<file path="src/rtl/addsub_pipe.sv">
// Segmented add/subtract pipeline: SEG_W bits per stage with skew/deskew registers,
// valid/ready handshake with a single global advance enable, registered NZCV flags.
module addsub_pipe #(
  parameter int WIDTH = 32,
  parameter int SEG_W = 8
) (
  input  logic             clk,
  input  logic             rst_n,
  input  logic             in_valid,
  output logic             in_ready,
  input  logic [WIDTH-1:0] a,
  input  logic [WIDTH-1:0] b,
  input  logic [1:0]       op,
  input  logic             cin,
  output logic             out_valid,
  input  logic             out_ready,
  output logic [WIDTH-1:0] result,
  output logic [3:0]       flags
);
  localparam int STAGES = WIDTH / SEG_W;

  logic             w_en;
  logic [WIDTH-1:0] w_ca;
  logic [WIDTH-1:0] w_cb;
  logic             w_c0;

  assign w_en     = !out_valid || out_ready;
  // Held low during reset so nothing is taken while the pipe is being cleared.
  assign in_ready = w_en && rst_n;

  always_comb begin
    w_ca = a;
    w_cb = b;
    w_c0 = 1'b0;
    case (op)
      2'b01:   begin w_cb = ~b; w_c0 = 1'b1; end
      2'b10:   begin w_ca = ~a; w_c0 = 1'b1; end
      2'b11:   w_c0 = cin;
      default: ;
    endcase
  end

  for (genvar gi = 0; gi < STAGES; gi++) begin : g_stage
    logic [WIDTH-1:0] w_a_in;
    logic [WIDTH-1:0] w_b_in;
    logic [WIDTH-1:0] w_sum_in;
    logic             w_c_in;
    logic             w_vld_in;
    logic [SEG_W-1:0] w_lo;
    logic [1:0]       w_hi;
    logic [WIDTH-1:0] w_sum_nx;
    logic [WIDTH-1:0] r_sum;
    logic             r_vld;

    if (gi == 0) begin : g_first
      assign w_a_in   = w_ca;
      assign w_b_in   = w_cb;
      assign w_sum_in = '0;
      assign w_c_in   = w_c0;
      assign w_vld_in = in_valid;
    end else begin : g_mid
      assign w_a_in   = g_stage[gi-1].g_skew.r_a;
      assign w_b_in   = g_stage[gi-1].g_skew.r_b;
      assign w_sum_in = g_stage[gi-1].r_sum;
      assign w_c_in   = g_stage[gi-1].g_skew.r_c;
      assign w_vld_in = g_stage[gi-1].r_vld;
    end

    // Split off the segment MSB so the carry into it is visible for overflow.
    assign w_lo = {1'b0, w_a_in[gi*SEG_W +: SEG_W-1]}
                + {1'b0, w_b_in[gi*SEG_W +: SEG_W-1]}
                + SEG_W'(w_c_in);
    assign w_hi = 2'(w_a_in[gi*SEG_W+SEG_W-1]) + 2'(w_b_in[gi*SEG_W+SEG_W-1])
                + 2'(w_lo[SEG_W-1]);

    always_comb begin
      w_sum_nx = w_sum_in;
      w_sum_nx[gi*SEG_W +: SEG_W] = {w_hi[0], w_lo[SEG_W-2:0]};
    end

    always_ff @(posedge clk) begin
      if (!rst_n) begin
        r_vld <= 1'b0;
        r_sum <= '0;
      end else if (w_en) begin
        r_vld <= w_vld_in;
        r_sum <= w_sum_nx;
      end
    end

    if (gi < STAGES - 1) begin : g_skew
      logic [WIDTH-1:0] r_a;
      logic [WIDTH-1:0] r_b;
      logic             r_c;

      always_ff @(posedge clk) begin
        if (!rst_n) begin
          r_a <= '0;
          r_b <= '0;
          r_c <= 1'b0;
        end else if (w_en) begin
          r_a <= w_a_in;
          r_b <= w_b_in;
          r_c <= w_hi[1];
        end
      end
    end else begin : g_last
      logic [3:0] r_flags;

      always_ff @(posedge clk) begin
        if (!rst_n) begin
          r_flags <= '0;
        end else if (w_en) begin
          r_flags <= {w_sum_nx[WIDTH-1], (w_sum_nx == '0), w_hi[1], w_hi[1] ^ w_lo[SEG_W-1]};
        end
      end
    end
  end

  assign out_valid = g_stage[STAGES-1].r_vld;
  assign result    = g_stage[STAGES-1].r_sum;
  assign flags     = g_stage[STAGES-1].g_last.r_flags;

endmodule

</file>
<file path="config.mk">
export PLATFORM = sky130hd
export DESIGN_NAME = addsub_pipe
export DESIGN_NICKNAME = d
export VERILOG_FILES = /design/src/rtl/addsub_pipe.sv
export SDC_FILE = /design/constraint.sdc
export NUM_CORES = 1
export LEC_CHECK = 0
export CAP_MARGIN = 10
export CORE_MARGIN = 3
export CORE_UTILIZATION = 30
export CTS_BUF_LIST = sky130_fd_sc_hd__clkbuf_16
export CTS_CLUSTER_DIAMETER = 40
export DETAILED_ROUTE_END_ITERATION = 12
export HOLD_SLACK_MARGIN = 0.06
export PLACE_DENSITY = 0.51
export SYNTH_ARGS = -nofsm -noshare
export SYNTH_HDL_FRONTEND = slang
export SYNTH_SLANG_ARGS = --single-unit
</file>
<file path="constraint.sdc">
create_clock -name clk -period 3.7 [get_ports clk]
set_clock_uncertainty 0.2 [all_clocks]
set_input_delay 0.74 -clock clk [delete_from_list [all_inputs] [get_ports clk]]
set_output_delay 0.74 -clock clk [all_outputs]
set_load 0.01 [all_outputs]
</file>
==> results_dict.tcl, run 1 <==
set metrics [dict create \
    status "finished clean" \
    area_growth_pct 24.45 \
    syn_area_per_cell_sq_um 8.882 \
    drv_slew 0 \
    ys_types 39 \
    reg2reg_slack_ns 0.17 \
    grt_max_degree 196 \
    synth.net_count 1075 \
    drt_iter0_drc 359 \
    path_clk_slew_ns 0.07 \
    worst_slew_pin_slew_ns 0.7599 \
    cp.required_ns 3.86 \
    drc 0 \
    num_io_pins 109 \
    htree_levels 4 \
    die_area_sq_mm 0.03060 \
    clock-sinks 186 \
    drt-vias-per-instance 4.513 \
    wl_per_cell_um 13.60 \
    cpMaxStageDelayCell "fa_1" \
    r2r_cells 13 \
    hold_slack_ns 0.2606 \
    synth_compound_area_share_pct 20.56 \
    cts.path.max_buffers 2 \
    antenna_found_initial 0 \
    clk_latency_ns 0.43 \
    max_slew_margin_pct 49.34 \
    leakagePower_nw 4.554 \
    dpl.hpwl_um 13300 \
    min_to "result[1]" \
    cts_tree "done" \
    critPathTopFamily "simple AND/OR/NAND/NOR gates" \
    vias 6481 \
    nets 1156 \
    dieWidth_um 174.9 \
    fin_tns_setup_ns 0 \
    synthXorXnorAreaFrac_pct 8.184 \
    met3_usage_pct 2.390 \
    synth-simple-area-share_pct 16.66 \
    track_usage_pct 13.02 \
    worstPathCellList "inv_1 > fa_1 > nand2b_1 > a21oi_2 > o31a_1 > o22ai_1 > fa_1 > nor4b_2 > nand4_1 > nor3_2 > nand4_1 > or4_1 > a21boi_1" \
    die_y_um 174.9 \
    r2r-start "g_stage[2].g_skew.r_a[24]" \
    rows 61 \
    crit_fanout 3 \
    worstSetupStartpointType "flop" \
    antenna_cells 0 \
    routed_wl_um 19530 \
    cpPeakStageDelay_ns 0.53 \
    ys_ff_latch 186 \
    syn-cell-area_sq_mm 0.008562 \
    gr-usage-met2_pct 19.56 \
    synthMuxAreaShare_pct 0 \
    cp_data_arrival_time_ns 3.69 \
    hold_buffers 0 \
    met1_usage_pct 19.12 \
    hold_viol 0 \
    synth_cells 964 \
    cts_setup_buffers 0 \
    hold_depth 2 \
    ys_warn_count 0 \
    grt.overflow.total 0 \
    peakVddDrop_v 0.0002870 \
    synth_top_family_by_area "compound AO/OA/AOI/OAI gates" \
    initial_utilization_pct 30.65 \
    synthAdderAreaFrac_pct 6.898 \
    fin_total_pwr_mw 4.710 \
    setup_viol 0 \
    coreArea_sq_mm 0.02793 \
    fmaxAchievable_ghz 0.2830 \
    period_share_pct 95.52 \
    gr-max-usage-layer "met2" \
    grt_first_pass_wirelength_um 32570 \
    layout-drive-gt1-share_pct 6.900 \
    dpl_cell_area_sq_mm 0.01008 \
    ys_seq_area_share_pct 43.49 \
    grt_pass1_vias 6299 \
    power_density_mw_per_mm2 442.0 \
    maxCapViolations 0 \
    endpoint_kind "flop" \
    ant_nets 0 \
    cts_root_buf "clkbuf_16" \
    r2r_end "flags[2]" \
    crit_buf_inv 1 \
    hp-class "reg -> reg" \
    crit_type "reg -> reg" \
    io_buffers 108 \
    cts_buffers 17 \
    gp_congestion 0.7792 \
    firstDrtPassIters 7 \
    min_period_ns 3.534 \
    min_from "result[1]" \
    fin_area_sq_mm 0.01066 \
]
synthesized netlist by cell type:
library cell | instances | share of area [%]
buf_4 | 1 | 0.088
o22ai_1 | 1 | 0.073
buf_2 | 6 | 0.35
a21o_1 | 13 | 1.1
nor3_1 | 3 | 0.18
a21oi_1 | 12 | 0.70
or4b_2 | 3 | 0.35
or4_1 | 2 | 0.18
fa_1 | 12 | 2.8
nand4_1 | 5 | 0.37
nand2b_1 | 2 | 0.15
inv_1 | 21 | 0.92
a21boi_1 | 1 | 0.088
o31a_1 | 1 | 0.10
nor4_1 | 5 | 0.37
a21boi_0 | 107 | 9.4
o21ai_0 | 17 | 0.99
xor2_1 | 18 | 1.8
buf_1 | 2 | 0.088
o21bai_1 | 1 | 0.088
nand3_1 | 9 | 0.53
a31o_2 | 2 | 0.20
and2_1 | 7 | 0.51
o211a_1 | 63 | 7.4
nand4b_1 | 3 | 0.31
or4b_1 | 1 | 0.12
nor3b_1 | 3 | 0.26
dfxtp_1 | 186 | 43
nand2_1 | 287 | 13
nor2_1 | 7 | 0.31
clkbuf_1 | 63 | 2.8
or2_2 | 1 | 0.073
a21oi_2 | 1 | 0.10
xnor2_1 | 62 | 6.3
nor4b_1 | 1 | 0.10
ha_1 | 28 | 4.1
a211oi_2 | 1 | 0.15
o21a_1 | 2 | 0.18
nor2b_1 | 4 | 0.29
kinds of logic after synthesis:
family | Yosys count
simple gates | 343
flops | 186
fa+ha+maj | 40
compound gates | 222
xor+xnor | 80
buf+inv | 93
what timing repair did:
action,CTS,global route
gates cloned,0,0
resized for setup,1,3
endpoints found under the setup margin,1,2
pin swaps,0,1
layer usage:
metal / up-vias / routed length [um]
li1: 3384 / -
met4: 0 / 107
met1: 2984 / 10300
met2: 106 / 8434
met3: 7 / 678
met5: - / 0
report_power, final:
part           total (mW)  switching (mW)  internal (mW)
sequential           2.26           0.101           2.16
combinational       0.712           0.322          0.391
clock                1.73           0.806          0.927
cells in the final DEF, fill, tap and decap left out, types with 4 or more instances in the layout:
cell,count
inv_1,21
nand2_1,287
nor2_1,7
fa_1,12
o211a_1,63
a21oi_1,10
dfxtp_1,186
ha_1,26
clkdlybuf4s50_1,107
xor2_1,18
clkbuf_16,17
xnor2_1,62
a21o_1,13
and2_1,7
a21boi_0,107
nand3_1,9
nand4_1,5
o21ai_0,17
clkinv_4,5
buf_4,24
nor4_1,5
clkinv_2,4
worst max-delay path by stage:
stage	start	end	depth (start not counted)
2_1_floorplan	op[1]	g_stage[0].r_sum[7]	14
3_3_place_gp	op[0]	g_stage[0].r_sum[7]	14
3_5_place_dp	op[0]	g_stage[0].r_sum[7]	14
4_1_cts	g_stage[2].g_skew.r_a[24]	flags[2]	13
5_1_grt	g_stage[2].g_skew.r_a[24]	flags[2]	13
6_report	g_stage[2].g_skew.r_a[24]	flags[2]	13
sequential cells by signal (all words and copies together), names as in the netlist:
signal	flops
g_stage.r_sum	48
g_stage.r_vld	3
flags	3
g_stage.g_skew.r_b	48
out_valid	1
result	32
g_stage.g_skew.r_a	48
g_stage.g_skew.r_c	3
cell type report:
type	instances	area, sq um
tap	378	473.0
timing repair buffer	134	1311
multi-input combinational	685	4517
sequential	186	3724
fill	2942	17280
clock inverter	15	126.4
inverter	21	78.83
clock buffer	17	425.4
worst min-delay path, cell delays in order (launching register included):
cell and delay (ns):
dfxtp_1 0.31, nand2_1 0.04, a21boi_0 0.06
metrics by stage:
stage / std cells / worst slack [ns] / utilization, %
finish: 1436 / 0.1659 / 38.14
global route: 1436 / -0.006007 / 38.14
CTS: 1436 / 0.03015 / 38.09
detailed placement: 1404 / -0.2786 / 36.10
global placement: 1404 / -0.2705 / 36.10
floorplan: 964 / 0.03351 / -
No activity file was read; power rests on OpenSTA's default activity.
==> run 2: changes to the inputs <==
- CORE_MARGIN: 3 -> unset
==> results_dict.tcl, run 2 (same netlist as run 1, synthesis figures left out) <==
set metrics [dict create \
    status "finished clean" \
    grt_pass1_vias 6009 \
    cts_tree "done" \
    grt_first_pass_wirelength_um 31370 \
    power.internal_mw 3.552 \
    crit_fanout 2 \
    die_y_um 170.9 \
    regArea_sq_mm 0.003724 \
    drt-vias-per-instance 4.503 \
    leakagePower_nw 4.570 \
    cts_root_buf "clkbuf_16" \
    grt_max_degree 196 \
    dpl.hpwl_um 13130 \
    clk_latency_ns 0.44 \
    multi_input_area_sq_mm 0.004517 \
    reg_top3 "g_stage.g_skew.r_a: 48 flops, g_stage.g_skew.r_b: 48 flops, g_stage.r_sum: 48 flops" \
    nets 1157 \
    io_buffers 108 \
    hold_buffers 0 \
    peakVddDrop_v 0.0002996 \
    worstSetupStartpointType "input pin" \
    ant_nets 0 \
    rsz0062_at_grt "true" \
    initial_utilization_pct 30.65 \
    mostFrequentLayoutCells "287 x nand2_1, 186 x dfxtp_1, 107 x a21boi_0, 107 x clkdlybuf4s50_1, 63 x o211a_1" \
    drc 0 \
    clock_power_share_pct 37.8 \
    pwr-share-seq_pct 47.4 \
    firstDrtPassIters 4 \
    num_io_pins 109 \
    antenna_found_initial 0 \
    drv_slew 0 \
    place_inst 1405 \
    setup_viol 0 \
    period_share_pct 95.84 \
    max_slew_margin_pct 43.14 \
    antenna_cells 0 \
    vias 6462 \
    final_common_cell "nand2_1" \
    cp.required_ns 3.87 \
    drt_iter0_drc 433 \
    grt.overflow.total 0 \
    p_comb_share_pct 14.9 \
    fillers 2954 \
    min_period_ns 3.546 \
    htree_levels 4 \
    hold_depth 2 \
    cts.path.max_buffers 2 \
    hold_slack_ns 0.2594 \
    cp_data_arrival_time_ns 3.72 \
    crit_type "in -> reg" \
    area_growth_pct 25.02 \
    r2r_cells 13 \
    endpoint_kind "flop" \
    layout-drive-gt1-share_pct 7.001 \
    hold_viol 0 \
    power_density_mw_per_mm2 447.2 \
    path_clk_slew_ns 0.07 \
    wl_per_cell_um 13.39 \
    cts_buffers 17 \
    rows 61 \
    routed_wl_um 19210 \
    sw_frac_of_total_pct 25.81 \
    fmaxAchievable_ghz 0.2820 \
    worst_slew_pin_slew_ns 0.8530 \
    hp-class "reg -> reg" \
    track_usage_pct 13.67 \
    layoutNonFillerInstCount 1435 \
    cts_setup_buffers 0 \
    die_area_sq_mm 0.02922 \
    gp_congestion 0.7541 \
    clock-sinks 186 \
    maxCapViolations 0 \
    coreArea_sq_mm 0.02793 \
    dieWidth_um 170.9 \
    p_switching_mw 1.235 \
]
## run 2: cell count changes in the layout (fill, tap and decap cells not counted), sizes merged
cell	delta
buf	+1
bufinv	+1
clkinv	-8
clkinvlp	+1
inv	+4
## run 2: path summary, 6_finish.rpt
check	start	endpoint	slack, ns
worst max-delay path	op[0]	g_stage[0].r_sum[7]	0.15
worst min-delay path	result[0]	result[0]	0.26
worst max register to register	g_stage[2].g_skew.r_a[24]	flags[2]	0.21
worst min register to register	result[0]	result[0]	0.26
## run 2: final cells by class
type / instances / area share [%]
Timing Repair Buffer: 135 / 12.55
Tap cell: 378 / 4.418
Clock inverter: 13 / 1.333
Inverter: 21 / 0.7364
Sequential cell: 186 / 34.79
Multi-Input combinational cell: 685 / 42.20
Clock buffer: 17 / 3.974
## run 2: power by group through the flow
| stage | clock network (mW) | logic, mW | registers, mW |
|---|---|---|---|
| after CTS | 1.86 | 0.722 | 2.27 |
| after global routing | 1.94 | 0.806 | 2.29 |
| final | 1.81 | 0.711 | 2.27 |
| after detailed placement | 0 | 0.715 | 2.31 |
| after floorplan | 0 | 0.451 | 2.28 |
| after global placement | 0 | 0.710 | 2.31 |
## run 2: metrics by stage
step	total power [mW]	cell area, sq um	worst slack (ns)	TNS [ns]	utilization (%)
finish	4.787	10700	0.1538	0	38.32
global route	5.028	10700	-0.01771	-0.01771	38.32
CTS	4.847	10690	0.01214	0	38.27
detailed placement	3.028	10120	-0.3073	-0.7973	36.22
global placement	3.021	10120	-0.2741	-0.6472	36.22
floorplan	2.733	8564	0.03351	0	-
## run 2: metal layers
layer	vias to the layer above	GRT usage, %	routed length (um)
met3	15	2.568	549
met1	2972	20.04	10420
met4	0	4.193	171
met2	89	20.02	8072
li1	3386	-	-
met5	-	0	0
## run 2: timing repair
action | CTS | global route
pin swaps | 0 | 1
gates cloned | 0 | 0
endpoints found under the setup margin | 1 | 2
gates resized for setup | 1 | 3
hold endpoints to repair | 0 | 0
## run 2: critical path, cell delays in order
cell             delay, ns
clkdlybuf4s50_1       0.48
inv_1                 0.07
ha_1                  0.29
a21oi_1               0.12
nor2_1                0.08
fa_1                  0.40
a21o_1                0.17
a21oi_1               0.19
o21ai_0               0.16
a21o_1                0.21
a21oi_2               0.15
fa_1                  0.42
nand2_1               0.07
o211a_1               0.15
